===== src/rtl/mem_lsu.sv =====
// ---------------------------------------------------------------------------
// mem_lsu - MEM-stage load/store unit.
//
// Accepts one EX-stage load or store at a time and issues it on a
// single-outstanding req/gnt/rvalid data-memory port. Stores are lane-shifted
// and get byte enables. Loads are shifted down from the doubleword and then
// sign- or zero-extended for write-back.
//
// Ports
//   clk, rst        clock (rising edge), asynchronous active-high reset
//   i_valid         EX request valid; taken only while o_ready (IDLE)
//   o_ready         LSU idle and able to accept a request
//   i_mem_rd/wr     load / store select (both set = illegal)
//   i_funct3        access size/sign: B,H,W,D,BU,HU,WU (111 illegal)
//   i_addr          byte address
//   i_wdata         LSB-justified store data
//   i_rd            load destination register
//   dmem_*          data-memory request/response port
//   o_wb_valid      one-cycle pulse: load result on o_wb_rd/o_wb_data
//   o_wb_rd/data    write-back register/data, held between pulses
//   o_done          one-cycle pulse: load or store retired
//   o_exc           one-cycle pulse: misaligned or illegal request
// ---------------------------------------------------------------------------
module mem_lsu #(
  parameter int XLEN = 64
) (
  input  logic              clk,
  input  logic              rst,
  input  logic              i_valid,
  output logic              o_ready,
  input  logic              i_mem_rd,
  input  logic              i_mem_wr,
  input  logic [2:0]        i_funct3,
  input  logic [XLEN-1:0]   i_addr,
  input  logic [XLEN-1:0]   i_wdata,
  input  logic [4:0]        i_rd,
  output logic              dmem_req,
  output logic              dmem_we,
  output logic [XLEN-1:0]   dmem_addr,
  output logic [XLEN/8-1:0] dmem_be,
  output logic [XLEN-1:0]   dmem_wdata,
  input  logic              dmem_gnt,
  input  logic              dmem_rvalid,
  input  logic [XLEN-1:0]   dmem_rdata,
  output logic              o_wb_valid,
  output logic [4:0]        o_wb_rd,
  output logic [XLEN-1:0]   o_wb_data,
  output logic              o_done,
  output logic              o_exc
);

  typedef enum logic [1:0] {
    S_IDLE,
    S_REQ,
    S_WAIT
  } state_e;

  state_e              state_q, state_d;

  // Request latched on the accepting edge.
  logic                we_q;
  logic [XLEN-1:0]     addr_q;
  logic [XLEN/8-1:0]   be_q;
  logic [XLEN-1:0]     wdata_q;
  logic [2:0]          funct3_q;
  logic [2:0]          off_q;
  logic [4:0]          rd_q;

  // Registered output pulses and write-back holding registers.
  logic                done_q, done_d;
  logic                wb_valid_q, wb_valid_d;
  logic                exc_q, exc_d;
  logic [4:0]          wb_rd_q;
  logic [XLEN-1:0]     wb_data_q;

  // Request decode.
  logic                is_access;
  logic                illegal;
  logic                misaligned;
  logic                take;
  logic                accept;
  logic [XLEN/8-1:0]   be_base;
  logic                capture;

  // Load extraction.
  logic [XLEN-1:0]     ld_raw;
  logic [XLEN-1:0]     ld_ext;

  assign is_access = i_mem_rd | i_mem_wr;
  assign illegal   = (i_mem_rd & i_mem_wr) | (i_funct3 == 3'b111);
  assign take      = i_valid & (state_q == S_IDLE) & is_access;
  assign accept    = take & ~illegal & ~misaligned;

  // Size comes from funct3[1:0]; the unsigned variants share the signed sizes.
  // NOTE: every signal assigned in an always_comb gets a value on every path
  // (defaults first), otherwise synthesis infers a latch.
  always_comb begin
    misaligned = 1'b0;
    be_base    = '0;
    case (i_funct3[1:0])
      2'b00: be_base = 8'h01;
      2'b01: begin
        be_base    = 8'h03;
        misaligned = i_addr[0];
      end
      2'b10: begin
        be_base    = 8'h0F;
        misaligned = |i_addr[1:0];
      end
      default: begin
        be_base    = 8'hFF;
        misaligned = |i_addr[2:0];
      end
    endcase
  end

  // Load data: shift the addressed lane down, then extend per access type.
  always_comb begin
    ld_raw = dmem_rdata >> {off_q, 3'b000};
    ld_ext = ld_raw;
    case (funct3_q)
      3'b000:  ld_ext = {{(XLEN-8){ld_raw[7]}},   ld_raw[7:0]};
      3'b001:  ld_ext = {{(XLEN-16){ld_raw[15]}}, ld_raw[15:0]};
      3'b010:  ld_ext = {{(XLEN-32){ld_raw[31]}}, ld_raw[31:0]};
      3'b100:  ld_ext = {{(XLEN-8){1'b0}},        ld_raw[7:0]};
      3'b101:  ld_ext = {{(XLEN-16){1'b0}},       ld_raw[15:0]};
      3'b110:  ld_ext = {{(XLEN-32){1'b0}},       ld_raw[31:0]};
      default: ld_ext = ld_raw;
    endcase
  end

  // Next-state and pulse logic. gnt is only looked at in REQ and rvalid only
  // in WAIT, so a response arriving alongside gnt is dropped.
  always_comb begin
    state_d    = state_q;
    done_d     = 1'b0;
    wb_valid_d = 1'b0;
    exc_d      = take & (illegal | misaligned);
    capture    = 1'b0;
    case (state_q)
      S_IDLE: begin
        if (accept) state_d = S_REQ;
      end
      S_REQ: begin
        if (dmem_gnt) begin
          if (we_q) begin
            state_d = S_IDLE;
            done_d  = 1'b1;
          end else begin
            state_d = S_WAIT;
          end
        end
      end
      S_WAIT: begin
        if (dmem_rvalid) begin
          state_d    = S_IDLE;
          wb_valid_d = 1'b1;
          done_d     = 1'b1;
          capture    = 1'b1;
        end
      end
      default: state_d = S_IDLE;
    endcase
  end

  // NOTE: sequential state uses non-blocking assignments so every register
  // samples pre-edge values regardless of statement order.
  // NOTE: the latched request is reset too; it drives dmem_addr/dmem_wdata
  // directly, and those must read zero out of reset.
  always_ff @(posedge clk or posedge rst) begin
    if (rst) begin
      state_q    <= S_IDLE;
      we_q       <= 1'b0;
      addr_q     <= '0;
      be_q       <= '0;
      wdata_q    <= '0;
      funct3_q   <= '0;
      off_q      <= '0;
      rd_q       <= '0;
      done_q     <= 1'b0;
      wb_valid_q <= 1'b0;
      exc_q      <= 1'b0;
      wb_rd_q    <= '0;
      wb_data_q  <= '0;
    end else begin
      state_q    <= state_d;
      done_q     <= done_d;
      wb_valid_q <= wb_valid_d;
      exc_q      <= exc_d;
      if (accept) begin
        we_q     <= i_mem_wr;
        addr_q   <= {i_addr[XLEN-1:3], 3'b000};
        be_q     <= be_base << i_addr[2:0];
        wdata_q  <= i_wdata << {i_addr[2:0], 3'b000};
        funct3_q <= i_funct3;
        off_q    <= i_addr[2:0];
        rd_q     <= i_rd;
      end
      if (capture) begin
        wb_rd_q   <= rd_q;
        wb_data_q <= ld_ext;
      end
    end
  end

  assign o_ready    = (state_q == S_IDLE);
  assign dmem_req   = (state_q == S_REQ);
  assign dmem_we    = (state_q == S_REQ) & we_q;
  assign dmem_be    = (state_q == S_REQ) ? be_q : '0;
  assign dmem_addr  = addr_q;
  assign dmem_wdata = wdata_q;
  assign o_done     = done_q;
  assign o_wb_valid = wb_valid_q;
  assign o_exc      = exc_q;
  assign o_wb_rd    = wb_rd_q;
  assign o_wb_data  = wb_data_q;

endmodule


===== config.mk =====
export PLATFORM = sky130hd
export DESIGN_NAME = mem_lsu
export DESIGN_NICKNAME = d
export VERILOG_FILES = /design/src/rtl/mem_lsu.sv
export SDC_FILE = /design/constraint.sdc
export NUM_CORES = 1
export LEC_CHECK = 0
export ABC_CLOCK_PERIOD_IN_PS = 18750
export CAP_MARGIN = 20
export CORE_MARGIN = 2
export CORE_UTILIZATION = 40
export CTS_BUF_LIST = sky130_fd_sc_hd__clkbuf_2
export DETAILED_ROUTE_END_ITERATION = 7
export GPL_ROUTABILITY_DRIVEN = 0
export PLACE_DENSITY = 0.72
export SYNTH_ARGS = -nofsm -noshare
export SYNTH_HDL_FRONTEND = slang
export SYNTH_SLANG_ARGS = --single-unit

===== constraint.sdc =====
create_clock -name clk -period 18.75 [get_ports clk]
set_input_delay 3.75 -clock clk [delete_from_list [all_inputs] [get_ports clk]]
set_output_delay 3.75 -clock clk [all_outputs]
set_load 0.005 [all_outputs]

; ---- Word level (Yosys, flattened, before mapping)
; Index checks and enable logic that the tools add are counted.
[op_classes]
n_eq_ne = 13
shifts = 3
muxes = 14
n_bitwise = 12
reduce_logical = 6
[ops]
columns = op, n
row1 = $pmux W64 S6, 1
row2 = $shl A64 B6 Y64, 1
row3 = $shr A64 B6 Y64, 1
row4 = $pmux W8 S3, 1
row5 = $eq A3 B3 Y1 const B, 4
row6 = $mux W2, 4
row7 = $mux W8, 1
row8 = $shl A8 B3 Y8, 1
row9 = $and A1 B1 Y1, 7
row10 = $pmux W2 S3, 1
row11 = $eq A2 B1 Y1 const B, 2
row12 = $eq A2 B2 Y1 const B, 2
row13 = $logic_not A2 Y1, 2
row14 = $mux W1, 4
row15 = $ne A2 B1 Y1 const B, 2
row16 = $eq A3 B1 Y1 const B, 1
row17 = $eq A3 B2 Y1 const B, 1
row18 = $logic_not A3 Y1, 1
row19 = $or A1 B1 Y1, 3
row20 = $pmux W1 S3, 1
row21 = $reduce_and A3 Y1, 1
row22 = $reduce_or A3 Y1, 1
row23 = $ne A2 B2 Y1 const B, 1
row24 = $not A1 Y1, 2
row25 = other kinds (2), 2
[word_totals]
register_bits = 219
in_bits = 207
out_inout_bits = 211
elab_cells = 61

; ---- Logic depth before layout (Yosys ltp)
; Gate-level depths: netlist of the first run.
[depth]
ltp_word = 7
ltp_mapped = 10

; ---- Worst setup path before layout of the first run
; No wires, ideal clock.
[synth_path]
path_kind = input -> register
from = in i_addr[1]
to = reg addr_q[57], in the netlist dmem_addr[57]
t_arrival_ps = 5237
setup_slack_ps = 13386
cell_stages = 8
path_cell_list = clkbuf_1 a21oi_1 o211a_1 nand2b_1 buf_2 buf_2 buf_2 mux2_1
[synth_between]
elab_chain_len = 4
[synth_rtl]
columns = item, line
row1 = start: declaration, 34  ; input logic [XLEN-1:0] i_addr,
row2 = $reduce_or A3 Y1 or $reduce_or A2 Y1 (tied branches), "112, 108"
row3 = $pmux W1 S3 (*), 100  ; case (i_funct3[1:0])
row4 = $not A1 Y1 (*), 92  ; assign accept = take & ~illegal & ~misaligned;
row5 = $and A1 B1 Y1 (*), 92
row6 = end signal: assignment, 192  ; addr_q <= {i_addr[XLEN-1:3], 3'b000};
row7 = end: declaration, 62  ; logic [XLEN-1:0] addr_q;
; Every way passes the cells marked *; elsewhere a longest branch is shown, timed or not.
; A chain may end at the register's enable or synchronous reset.

; ---- Worst setup path after layout of the first run
[layout_path]
from = reg state_q[1]
to = out dmem_be[7]
[layout_between]
elab_chain_len = 2
[layout_rtl]
columns = item, line
row1 = start: declaration, 58  ; state_e state_q, state_d;
row2 = start signal: assignment, 186  ; state_q <= state_d;
row3 = $eq A2 B1 Y1, 209  ; assign dmem_be = (state_q == S_REQ) ? be_q : '0;
row4 = $mux W8, 209
row5 = end: declaration, 40  ; output logic [XLEN/8-1:0] dmem_be,
; No other way between the ends.

==> results_dict.tcl, run 1 <==
set metrics [dict create \
    status "finished clean" \
    nets 1725 \
    clk_latency_ps 850 \
    synth.cell_area_um2 11900 \
    avgSynthCellArea_um2 10.6 \
    worst_path_largest_cell_delay_ps 560 \
    worst-setup-path-type "flip-flop to output port" \
    synth_edf_count 0 \
    p_sw_uw 894 \
    finalCritPeriodShare_pct 33.6 \
    worst_pin_slew_ps 1130 \
    fp.coreArea_um2 29500 \
    cp-end-kind "output port" \
    grt.total_usage_pct 26.5 \
    path_clk_slew_ps 100 \
    cts_tree "yes" \
    finalSetupTns_ps 0 \
    vias 10654 \
    cp.required_ps 15000 \
    pwr-share-comb_pct 50.4 \
    start_util_pct 40.5 \
    yosysWarnings 0 \
    pwr-share-seq_pct 35.6 \
    fp.dieW_um 177 \
    power.leakage_nw 7.08 \
    grt_overflow_total 0 \
    first_pass_iters 5 \
    ir_drop_v 0.0000732 \
    reg2reg_depth 7 \
    crit_path_end "dmem_be[7]" \
    power-per-cell-area_nw_per_um2 141 \
    drive_gt1_share_pct 11.5 \
    numCtsBuffers 60 \
    fmax_ghz 0.159 \
    grt_pass1_vias 10802 \
    die_h_um 177 \
    grt_pass1_wl_mm 63.3 \
    postCtsSetupRepairBufs 0 \
    drc 0 \
    ys_seq_area_share_pct 45.9 \
    cts_buffer_depth 3 \
    area_delta_synth_final_pct 40.6 \
    ant_nets 0 \
    hold_class "flip-flop to flip-flop" \
    worst-endpoint-arrival_ps 2550 \
    cts_resized 0 \
    crit_fanout 12 \
    finalSetupViolCount 0 \
    stdcell_count 1954 \
    fin_skew_ps 65.1 \
    rsz0062_at_grt "false" \
    synthArstFlopShare_pct 100 \
    yosys_most_used_dff "dfrtp_1" \
    cts_htree_levels 2 \
    start_kind "flip-flop" \
    numPortBuffers 414 \
    hold_viol_final 0 \
    ctsHoldBuffers 0 \
    hpwlAfterDp_mm 30.7 \
    std_cell_rows 63 \
    drv_cap 0 \
    p_sw_share_pct 37.9 \
    fin_crit_ps 6300 \
    r2r_slack_ps 15100 \
    grt_max_degree 138 \
    synth.distinct_cells 55 \
    r2r-end "o_wb_data[53]$_DFFE_PP0P_" \
    ctsRootBufferMaster "clkbuf_2" \
    cpLargestDelayFamily "buffers and inverters" \
    crit_chain "inv_1 -> ha_1 -> and2_1 -> clkdlybuf4s50_1" \
    dp_cells 1841 \
    totalWireLength_mm 42.0 \
    drtIter0Drc 766 \
    cp.depth 4 \
    ys_ff_latch 219 \
    die_area_um2 31200 \
    cp-startpoint "state_q[1]$_DFFE_PP0P_" \
    wl_per_cell_um 21.5 \
    final_max_slew_viol_count 0 \
    p_clk_share_pct 14.0 \
    internal_power_mw 1.47 \
    crit-reg2reg-launch "off_q[0]$_DFFE_PP0P_" \
    cp_slowest_cell "clkdlybuf4s50_1" \
    slew_headroom_pct 24.6 \
    netlist_instances 1126 \
    timing.critical_path.buf_inv 2 \
    via_per_inst 5.45 \
    io_pins 418 \
    antenna_found_initial 3 \
    cts_sinks 219 \
]
[tightest hold or removal path, stage by stage, from the launching register on]
cell and delay, ps:
dfrtp_1 350, nand2_1 50, nand2_1 50
[per-stage QoR]
stage | hold WS [ps] | cell area, µm² | setup WS (ps) | util [%] | total power, mW
floorplan | 435 | 11900 | 9010 | - | 1.39
global placement | 450 | 16200 | 11970 | 55.0 | 2.02
detailed placement | 453 | 16200 | 11870 | 55.1 | 2.04
CTS | 474 | 16800 | 12230 | 56.8 | 2.38
global route | 491 | 16800 | 12130 | 56.9 | 2.52
finish | 471 | 16800 | 12450 | 57.0 | 2.36
[placed cells by master, fill, tap and decap left out, types with 4 or more instances in the layout]
master,instances
nor2b_1,20
clkinv_2,9
ha_1,4
and2_0,6
a21oi_1,54
clkdlybuf4s50_1,411
mux2_1,74
a211oi_1,8
o21ai_1,55
buf_4,14
nand2b_1,4
o21ai_0,28
nor2_1,82
o2bb2ai_1,6
mux2_2,15
or3_1,9
o22ai_1,12
mux4_2,45
dfrtp_1,216
and2_1,11
nand2_1,142
clkinv_1,21
inv_1,11
o21a_1,9
a211o_1,15
o31ai_1,17
clkbuf_2,79
a22oi_1,31
a31oi_1,24
mux2i_1,85
[per-layer routing]
layer	GRT usage [%]	vias to the layer above	wire (µm)
met2	45.2	556	20700
li1	-	4900	-
met1	30.7	5106	15600
met3	8.10	90	4030
met5	0	-	14
met4	11.5	2	1700
[synth_stat cells (8+ instances only)]
cell        n  area share [%]
dfrtp_1   219              46
mux2_1     74             7.0
mux4_2     45             8.5
buf_2      34             1.4
or3_1       9            0.47
a21oi_1    54             2.3
o22ai_1    12            0.63
clkbuf_1   57             1.8
nor2b_1    20             1.0
a22oi_1    31             1.9
o21ai_0    28             1.2
a31oi_1    24             1.3
inv_1      12            0.38
a211oi_1    8            0.50
nor2_1     82             2.6
o21ai_1    55             2.3
o31ai_1    17             1.1
o21a_1      9            0.57
nand2_1   143             4.5
mux2_2     15             1.4
buf_4       8            0.50
a211o_1    15             1.1
mux2i_1    85             7.1
and2_1     11            0.58
[state kept, by name (all words and copies together), names as in the netlist]
signal      flops
dmem_wdata     64
o_wb_data      64
dmem_addr      61
be_q            8
o_wb_rd         5
rd_q            5
funct3_q        3
off_q           3
state_q         2
o_done          1
o_exc           1
o_wb_valid      1
we_q            1
[power by group through the flow]
stage	combinational (mW)	clock, mW	sequential (mW)
3_3_place_gp	1.18	0	0.840
2_1_floorplan	0.564	0	0.822
4_1_cts	1.20	0.343	0.840
5_1_grt	1.28	0.369	0.868
3_5_place_dp	1.19	0	0.845
6_report	1.19	0.330	0.841
[layout make-up]
type                       count  area, µm²
antenna                        2       5.00
clock buffer                  79        395
clock inverter                31        128
fill                        2632      12700
inverter                      14       60.1
multi-input combinational    791       5970
sequential                   219       5490
tap                          390        488
timing repair buffer         428       4260
[cell families after synthesis]
kind of cell	Yosys count	synth area share, %
compound gates	280	15.0
fa+ha+maj	4	0.419
buf+inv	118	4.32
flops	219	45.9
mux	219	24.0
other cells	1	0.0314
simple gates	285	10.3
[how the worst min path moves through the flow]
stage                                    from                     end  slack, ps  cells after the start
after global placement    rd_q[3]$_DFFE_PP0P_  o_wb_rd[3]$_DFFE_PP0P_        450                      2
after CTS                 rd_q[4]$_DFFE_PP0P_  o_wb_rd[4]$_DFFE_PP0P_        470                      2
final                     rd_q[4]$_DFFE_PP0P_  o_wb_rd[4]$_DFFE_PP0P_        470                      2
after global routing      be_q[2]$_DFFE_PP0P_     be_q[2]$_DFFE_PP0P_        490                      1
after floorplan           rd_q[0]$_DFFE_PP0P_  o_wb_rd[0]$_DFFE_PP0P_        430                      2
after detailed placement  rd_q[4]$_DFFE_PP0P_  o_wb_rd[4]$_DFFE_PP0P_        450                      2
(Power assumes the default switching activity.)
==> inputs of run 2 (changes only) <==
--- a/config.mk
+++ b/config.mk
@@ -5,7 +5,7 @@
 export SDC_FILE = /design/constraint.sdc
 export NUM_CORES = 1
 export LEC_CHECK = 0
-export ABC_CLOCK_PERIOD_IN_PS = 18750
+export ABC_CLOCK_PERIOD_IN_PS = 6400
 export CAP_MARGIN = 20
 export CORE_MARGIN = 2
 export CORE_UTILIZATION = 40
==> constraint.sdc (replaced) <==
create_clock -name clk -period 6.4 [get_ports clk]
set_input_delay 1.28 -clock clk [delete_from_list [all_inputs] [get_ports clk]]
set_output_delay 1.28 -clock clk [all_outputs]
set_load 0.005 [all_outputs]
==> run 2 against run 1 <==
Compared with the run above: clock-buffer cell count is 10 higher; via count grew 0.94%; die area unchanged; wire length increased by 1.1%; highest routed layer unchanged.
==> results_dict.tcl, run 2 (synthesized netlist as in run 1, its figures left out) <==
set metrics [dict create \
    rsz0062_at_grt "false" \
    final_max_slew_viol_count 0 \
    min-delay-start "rd_q[2]$_DFFE_PP0P_" \
    cts_buffer_depth 3 \
    crit_fanout 12 \
    fp.dieW_um 177 \
    fin_ws_ps 2490 \
    post-place-ws_ps 2120 \
    antenna_found_initial 2 \
    drc 0 \
    grt_pass1_vias 10861 \
    drive_gt1_share_pct 11.8 \
    ir_drop_v 0.000218 \
    cp-startpoint "state_q[1]$_DFFE_PP0P_" \
    ctsHoldBuffers 0 \
    start_util_pct 40.5 \
    postCtsSetupRepairBufs 0 \
    clk_latency_ps 880 \
    ant_nets 0 \
    reg2reg_depth 7 \
    start_kind "flip-flop" \
    power.leakage_nw 7.09 \
    wl_met3_mm 4.27 \
    grt_overflow_total 0 \
    wl_per_cell_um 21.8 \
    grt_max_degree 90 \
    first_pass_iters 7 \
    wirelength_met1_mm 15.0 \
    totalWireLength_mm 42.4 \
    drtIter0Drc 668 \
    fin_skew_ps 87.9 \
    vias 10754 \
    topRoutingLayerUsed "met5" \
    fmax_ghz 0.256 \
    layout.cells.most_common "clkdlybuf4s50_1" \
    r2r_slack_ps 3130 \
    grt.total_usage_pct 26.8 \
    via_per_inst 5.52 \
    cts_htree_levels 2 \
    cp-end-kind "output port" \
    hold_viol_final 0 \
    hold_class "flip-flop to flip-flop" \
    die_h_um 177 \
    hold_depth 2 \
    finalCritPeriodShare_pct 61.1 \
    drv_cap 0 \
    final_cell_mix "clkdlybuf4s50_1 (411), dfrtp_1 (217), nand2_1 (142), clkbuf_2 (89), mux2i_1 (85)" \
    finalSetupTns_ps 0 \
    power-per-cell-area_nw_per_um2 412 \
    cp.required_ps 5120 \
    r2r-end "o_wb_data[37]$_DFFE_PP0P_" \
    hpwlAfterDp_mm 31.2 \
    cts_tree "yes" \
    finalSetupViolCount 0 \
    worst-setup-path-type "flip-flop to output port" \
    fp.coreArea_um2 29500 \
    grt_pass1_wl_mm 63.7 \
    area_delta_synth_final_pct 40.7 \
    routed-wl-met2_mm 20.7 \
    crit-reg2reg-launch "off_q[1]$_DFFE_PP0P_" \
    crit_path_end "dmem_be[7]" \
    worst_pin_slew_ps 1050 \
    cts_resized 0 \
    status "finished clean" \
    numCtsBuffers 59 \
    die_area_um2 31200 \
    nets 1727 \
    worst-endpoint-arrival_ps 2630 \
    slew_headroom_pct 29.8 \
    cts_sinks 219 \
    ctsRootBufferMaster "clkbuf_2" \
    numPortBuffers 414 \
    path_clk_slew_ps 100 \
    std_cell_rows 63 \
    io_pins 418 \
    fin_crit_ps 3910 \
]
==> run 2: changes by cell type in the layout (fill, tap and decap cells not counted), moves of 2 or more <==
cell,before,now
buf_4,14,16
clkbuf_2,79,89
clkinv_1,21,12
clkinv_2,9,0
==> run 2: cell type report <==
cell class              instances  area (µm²)
fillers                      2611       12700
multi-input cells             791        5970
flip-flops and latches        219        5490
repair buffers                431        4270
well taps                     390         488
clock buffers                  89         445
clock inverters                13        75.1
inverters                      14        56.3
diodes                          1        2.50
==> run 2: how the worst min path moves through the flow <==
stage	end
floorplan	o_wb_rd[0]$_DFFE_PP0P_
global placement	o_wb_rd[3]$_DFFE_PP0P_
detailed placement	o_wb_rd[2]$_DFFE_PP0P_
CTS	o_wb_rd[2]$_DFFE_PP0P_
global route	o_wb_rd[2]$_DFFE_PP0P_
finish	o_wb_rd[2]$_DFFE_PP0P_
==> run 2: through the flow <==
step	instances	hold slack, ps	area [µm²]	util, %	power (mW)
2_1_floorplan	1128	435	12000	-	4.06
3_3_place_gp	1843	446	16300	55.1	5.89
3_5_place_dp	1844	451	16300	55.2	5.96
4_1_cts	1946	482	16800	56.9	7.00
5_1_grt	1948	503	16800	57.0	7.40
6_report	1948	478	16800	57.0	6.92
==> run 2: worst max-delay path, stage by stage, from the launching register on <==
cell,delay [ps]
dfrtp_1,400
inv_1,120
ha_1,430
and2_1,250
clkdlybuf4s50_1,550
==> run 2: power breakdown <==
group	internal [mW]	switching, mW	total [mW]
Sequential	2.02	0.458	2.48
Combinational	1.93	1.51	3.44
Clock	0.405	0.599	1.00
Total	4.35	2.57	6.92
==> run 2: routing by layer <==
metal / track usage (%) / vias to the layer above
met5: 0 / -
met4: 15.2 / 2
li1: - / 4898
met1: 30.5 / 5208
met2: 44.6 / 525
met3: 8.61 / 121
